$ cat config.mk
export PLATFORM = sky130hd
export DESIGN_NAME = pipe_stage_buf_flat
export DESIGN_NICKNAME = d
export VERILOG_FILES = /design/src/rtl/pipe_stage_buf_if.sv /design/src/rtl/pipe_stage_buf.sv /design/src/flat_wrapper.sv
export SDC_FILE = /design/constraint.sdc
export NUM_CORES = 1
export LEC_CHECK = 0
export BUFFER_PORTS_ARGS = -buffer_cell sky130_fd_sc_hd__buf_4
export CAP_MARGIN = 40
export CORE_MARGIN = 1.5
export CORE_UTILIZATION = 30
export DETAILED_ROUTE_END_ITERATION = 6
export GPL_TIMING_DRIVEN = 0
export PLACE_DENSITY = 0.48
export SLEW_MARGIN = 0
export SYNTH_ARGS = -nofsm -noshare
export SYNTH_HDL_FRONTEND = slang
export SYNTH_SLANG_ARGS = --single-unit
$ cat constraint.sdc
create_clock -name clk_i -period 4.5 [get_ports clk_i]
set_input_delay 0.9 -clock clk_i [delete_from_list [all_inputs] [get_ports clk_i]]
set_output_delay 0.9 -clock clk_i [all_outputs]
set_load 0.02 [all_outputs]
$ cat src/rtl/pipe_stage_buf_if.sv
// Valid/ready handshake bundle carrying one pipeline-stage payload and its control field.
// The master drives valid/data/ctrl and the slave returns ready.
interface pipe_stage_buf_if #(
  parameter int unsigned DATA_W = 160,
  parameter int unsigned CTRL_W = 6
);
  logic              valid;
  logic              ready;
  logic [DATA_W-1:0] data;
  logic [CTRL_W-1:0] ctrl;

  modport master (
    output valid,
    output data,
    output ctrl,
    input  ready
  );

  modport slave (
    input  valid,
    input  data,
    input  ctrl,
    output ready
  );
endinterface

$ cat src/rtl/pipe_stage_buf.sv
// Two-entry skid buffer between pipeline stages with flush, bubble gating and a
// saturating stall counter. Main entry M drives the outputs and skid entry S backs it up.
module pipe_stage_buf #(
  parameter int unsigned       DATA_W      = 160,
  parameter int unsigned       CTRL_W      = 6,
  parameter logic [DATA_W-1:0] BUBBLE_DATA = DATA_W'(32'h0000_0013),
  parameter int unsigned       CNT_W       = 16
) (
  input  logic                 clk_i,
  input  logic                 rst_ni,
  pipe_stage_buf_if.slave      in_if,
  pipe_stage_buf_if.master     out_if,
  input  logic                 flush_i,
  output logic [1:0]           occupancy_o,
  output logic [CNT_W-1:0]     stall_cnt_o
);

  localparam logic [1:0] StEmpty = 2'b00;
  localparam logic [1:0] StOne   = 2'b10;
  localparam logic [1:0] StFull  = 2'b11;

  localparam logic [CNT_W-1:0] CntMax = {CNT_W{1'b1}};

  logic              m_valid_q, m_valid_d;
  logic              s_valid_q, s_valid_d;
  logic [DATA_W-1:0] m_data_q, m_data_d, s_data_q;
  logic [CTRL_W-1:0] m_ctrl_q, m_ctrl_d, s_ctrl_q;
  logic [CNT_W-1:0]  stall_cnt_q, stall_cnt_d;
  logic              m_load, s_load;
  logic              in_ready, acc, fire;

  // in_ready depends only on registered state and flush, so a stall never
  // chains combinationally from downstream ready to upstream ready.
  assign in_ready = !s_valid_q && !flush_i;
  assign acc      = in_if.valid && in_ready;
  assign fire     = m_valid_q && out_if.ready;

  always_comb begin
    m_valid_d = m_valid_q;
    s_valid_d = s_valid_q;
    m_load    = 1'b0;
    s_load    = 1'b0;
    m_data_d  = in_if.data;
    m_ctrl_d  = in_if.ctrl;
    case ({m_valid_q, s_valid_q})
      StOne: begin
        if (fire) begin
          m_load    = acc;
          m_valid_d = acc;
        end else if (acc) begin
          s_load    = 1'b1;
          s_valid_d = 1'b1;
        end
      end
      StFull: begin
        if (fire) begin
          m_load    = 1'b1;
          m_data_d  = s_data_q;
          m_ctrl_d  = s_ctrl_q;
          s_valid_d = 1'b0;
        end
      end
      default: begin
        // Empty, and the unreachable S-without-M encoding, both restart cleanly.
        s_valid_d = 1'b0;
        m_load    = acc;
        m_valid_d = acc;
      end
    endcase
    if (flush_i) begin
      m_valid_d = 1'b0;
      s_valid_d = 1'b0;
    end
  end

  always_comb begin
    stall_cnt_d = stall_cnt_q;
    if (m_valid_q && !out_if.ready && (stall_cnt_q != CntMax)) begin
      stall_cnt_d = stall_cnt_q + 1'b1;
    end
  end

  always_ff @(posedge clk_i or negedge rst_ni) begin
    if (!rst_ni) begin
      m_valid_q   <= 1'b0;
      s_valid_q   <= 1'b0;
      stall_cnt_q <= '0;
    end else begin
      m_valid_q   <= m_valid_d;
      s_valid_q   <= s_valid_d;
      stall_cnt_q <= stall_cnt_d;
    end
  end

  // Payload registers are enable-loaded only; the valid bits decide visibility.
  always_ff @(posedge clk_i or negedge rst_ni) begin
    if (!rst_ni) begin
      m_data_q <= BUBBLE_DATA;
      m_ctrl_q <= '0;
      s_data_q <= BUBBLE_DATA;
      s_ctrl_q <= '0;
    end else begin
      if (m_load) begin
        m_data_q <= m_data_d;
        m_ctrl_q <= m_ctrl_d;
      end
      if (s_load) begin
        s_data_q <= in_if.data;
        s_ctrl_q <= in_if.ctrl;
      end
    end
  end

  assign in_if.ready  = in_ready;
  assign out_if.valid = m_valid_q;
  assign out_if.data  = m_valid_q ? m_data_q : BUBBLE_DATA;
  assign out_if.ctrl  = m_ctrl_q & {CTRL_W{m_valid_q}};
  assign occupancy_o  = {1'b0, m_valid_q} + {1'b0, s_valid_q};
  assign stall_cnt_o  = stall_cnt_q;

endmodule

$ cat src/flat_wrapper.sv
// flat-port wrapper written by rule: the top's interface ports become plain ports
module pipe_stage_buf_flat 
#(
  parameter int unsigned       DATA_W      = 160,
  parameter int unsigned       CTRL_W      = 6,
  parameter logic [DATA_W-1:0] BUBBLE_DATA = DATA_W'(32'h0000_0013),
  parameter int unsigned       CNT_W       = 16
)
  (clk_i, rst_ni, flush_i, occupancy_o, stall_cnt_o, in_if_valid, in_if_data, in_if_ctrl, in_if_ready, out_if_valid, out_if_data, out_if_ctrl, out_if_ready);
  pipe_stage_buf_if #(.DATA_W(DATA_W), .CTRL_W(CTRL_W)) in_if_i ();
  pipe_stage_buf_if #(.DATA_W(DATA_W), .CTRL_W(CTRL_W)) out_if_i ();
  input  logic clk_i;
  input  logic rst_ni;
  input  logic flush_i;
  output logic [1:0] occupancy_o;
  output logic [CNT_W-1:0] stall_cnt_o;
  input wire logic [$bits(in_if_i.valid)-1:0] in_if_valid;
  input wire logic [$bits(in_if_i.data)-1:0] in_if_data;
  input wire logic [$bits(in_if_i.ctrl)-1:0] in_if_ctrl;
  output wire logic [$bits(in_if_i.ready)-1:0] in_if_ready;
  output wire logic [$bits(out_if_i.valid)-1:0] out_if_valid;
  output wire logic [$bits(out_if_i.data)-1:0] out_if_data;
  output wire logic [$bits(out_if_i.ctrl)-1:0] out_if_ctrl;
  input wire logic [$bits(out_if_i.ready)-1:0] out_if_ready;
  assign in_if_i.valid = in_if_valid;
  assign in_if_i.data = in_if_data;
  assign in_if_i.ctrl = in_if_ctrl;
  assign in_if_ready = in_if_i.ready;
  assign out_if_valid = out_if_i.valid;
  assign out_if_data = out_if_i.data;
  assign out_if_ctrl = out_if_i.ctrl;
  assign out_if_i.ready = out_if_ready;
  pipe_stage_buf #(.DATA_W(DATA_W), .CTRL_W(CTRL_W), .BUBBLE_DATA(BUBBLE_DATA), .CNT_W(CNT_W)) u_core (.clk_i(clk_i), .rst_ni(rst_ni), .in_if(in_if_i), .out_if(out_if_i), .flush_i(flush_i), .occupancy_o(occupancy_o), .stall_cnt_o(stall_cnt_o));
endmodule
==> flow_summary.toml <==
[clocking]
hold_buffers = 0
clk_latency_ns = 0.56
cts_resized = 0
cts.path.max_buffers = 3
cts-root-buf = "clkbuf_16"
cts.sinks = 350
numCtsBuffers = 42
path_clk_slew_ns = 0.06
cts_tree = "yes"
cts_setup_buffers = 0
cts_max_level = 2

[pwr]
netSwitchingPower_mw = 2.63
power_leakage_nw = 10.8
seq_power_share = 0.453
switching_share = 0.270
power.total_mw = 9.75
pwr-share-clk = 0.363
combPwrFrac = 0.183
powerDensity_nw_per_um2 = 466
ir_drop_v = 0.000247
p_int_mw = 7.12

[synthesis]
syn_area_per_cell_um2 = 11.7
yosys-top-cells-count = "dfrtp_1, nand2_1, mux2_2"
synth-main-ff-cell = "dfrtp_1"
syn-instance-count = 1345
synth-seq-area-share = 0.555
synth.most_common_cell = "dfrtp_1"
synth_top_family_by_area = "multiplexers"
async_reset_ff_frac = 1.00
synth_cell_type_count = 41
synthAdderAreaFrac = 0.00238
synth_area_leaders = "dfrtp_1, mux2_2, mux2i_1"
yosysTopAreaCellShare = 0.545
synth_edf_count = 0
synth_compound_area_frac = 0.0572
syn_area_um2 = 15800
synthMuxAreaShare = 0.224
synth-simple-area-share = 0.123
synth-seq-cells = 350
synth_nets = 1519
yosysWarnings = 0
synthXorXnorAreaFrac = 0.00665
synth_top_cell_by_area = "dfrtp_1"

[timing]
fin_ws_ns = 1.10
whs_ns = 0.270
timing.setup.tns_ns = 0
skew_ns = 0.0128
rsz0062_at_grt = "no"
setup_viol = 0
drv_slew = 0
fin_crit_sh = 0.756
hold_violations = 0
worst_pin_slew_ns = 0.676
fmax_mhz = 294
fin_crit_ns = 3.40
slew_headroom = 0.549

[route]
drt_pre_antenna_iters = 4
wl_met3_um = 3830
dr_wl_met2_um = 21600
routedWlPerCell_um = 18.5
via_per_inst = 4.60
dr_total_vias = 11300
ant_nets = 0
wl_met1_um = 19400
wirelength_um = 45600
route.detailed.drc = 0
highest_layer = "met5"
drtIter0Drc = 324

[floorplanning]
core_area_um2 = 51700
pin_count = 357
die_area_um2 = 54000
num_rows = 83
die_h_um = 232
die_w_um = 232
initial_utilization = 0.305

[finish]
layout.cells.non_filler = 2461
fin_util = 0.404
diodes = 0
fin_nets = 1924
fin_area_um2 = 20900
drive_gt1_frac = 0.375
areaGrowthSynthToFinish_pct = 32.4

[grt]
overflow = 0
grt_start_max_net_pins = 76
grtUsageTotal = 0.168
grt_pass1_wl_um = 70200
antenna_found_initial = 2
grt_pass1_vias = 11900

[worst_setup_path]
critical_path_class = "flip-flop to output port"
crit_top_cell = "clkbuf_1"
crit_slowest_cell = "clkbuf_1"
endpoint_kind = "output port"
crit_buf_inv = 4
crit_family = "buffers and inverters"
crit_arrival_ns = 2.50
worst_ep_required_time_ns = 3.60
cp_max_fo = 10
max_stage_delay_ns = 0.50
crit_chain = "buf_2, clkbuf_1, clkbuf_1, and2_1, buf_4"
worstSetupStartpointType = "flip-flop"

[placement]
place_ws_ns = 1.55
dp_hpwl_um = 32600
io_buffers = 356
routabilityCongestion = 0.768
dp_cells = 2386
place_area_um2 = 19500

[run_status]
run_status = "completed"

[hold_path]
hold_path.class = "input port to async pin"

[flow_run]
maxCapViolCount = 0
[power groups by stage]
| stage | clock network [mW] | logic, mW | registers [mW] |
|---|---|---|---|
| final | 3.54 | 1.79 | 4.42 |
| after global routing | 3.79 | 1.99 | 4.53 |
| after CTS | 3.69 | 1.83 | 4.42 |
| after detailed placement | 0 | 1.83 | 4.47 |
| after global placement | 0 | 1.77 | 4.44 |
| after floorplan | 0 | 1.13 | 4.39 |
[sequential cells by signal, indices dropped and copies added, names as in the netlist]
signal / count
u_core.m_data_q: 160
u_core.s_data_q: 160
u_core.stall_cnt_o: 16
u_core.m_ctrl_q: 6
u_core.s_ctrl_q: 6
u_core.out_if.valid: 1
u_core.s_valid_q: 1
[cells in the final DEF, fill, tap and decap left out, types with 4 or more instances in the layout]
cell type / n
nand3_1: 6
buf_4: 360
clkbuf_1: 38
dfstp_2: 6
nand4_1: 6
clkinv_2: 6
o21ai_0: 130
xor2_1: 6
and2_1: 163
mux2i_1: 166
mux2_2: 167
nor2_1: 6
buf_6: 11
buf_16: 4
o21ai_1: 37
nand2_1: 171
dfrtp_1: 344
buf_2: 41
clkbuf_16: 45
nor3_1: 5
clkbuf_8: 15
xnor2_1: 6
[area by class of cell]
cell class | count | area, um2
Buffer | 91 | 498
Clock buffer | 64 | 1350
Clock inverter | 11 | 114
Fill cell | 5114 | 30800
Inverter | 3 | 11.3
Multi-Input combinational cell | 901 | 6520
Sequential cell | 350 | 8770
Tap cell | 680 | 851
Timing Repair Buffer | 361 | 2800
[routing by layer]
metal,GRT usage,vias to the layer above
met5,0,-
met4,0.0444,4
met3,0.0580,50
met2,0.273,285
met1,0.213,5582
li1,-,5401
[path summary, 6_finish.rpt]
check	startpoint	end	slack (ns)	cells after the start
min reg2reg	u_core.m_data_q[111]$_DFFE_PN0P_	u_core.m_data_q[111]$_DFFE_PN0P_	0.47	2
min in group clk_i	u_core.m_data_q[111]$_DFFE_PN0P_	u_core.m_data_q[111]$_DFFE_PN0P_	0.47	2
max reg2reg	u_core.s_valid_q$_DFFE_PN0P_	u_core.m_data_q[136]$_DFFE_PN0P_	1.93	9
min	rst_ni	u_core.m_data_q[149]$_DFFE_PN0P_	0.27	1
max in group asynchronous	rst_ni	u_core.s_data_q[57]$_DFFE_PN0P_	2.68	4
max	u_core.out_if.valid$_DFFE_PN0P_	out_if_data[135]	1.10	5
[logic make-up after synthesis]
| group | Yosys count |
|---|---|
| xor gates and xnor gates | 12 |
| muxes | 333 |
| buffers and inverters | 94 |
| AOI/OAI and AO/OA | 176 |
| DFF | 350 |
| and+or+nand+nor | 377 |
| adders and majority gates | 3 |
[worst register-to-register path, cell delays in order (launching register included)]
cell,delay (ns)
dfrtp_1,0.43
ha_1,0.33
nor2_1,0.11
o22ai_2,0.56
buf_6,0.27
buf_8,0.19
buf_6,0.25
buf_6,0.19
nand2_1,0.06
o21ai_0,0.08
Note: power is estimated with default switching activity, not from simulation.
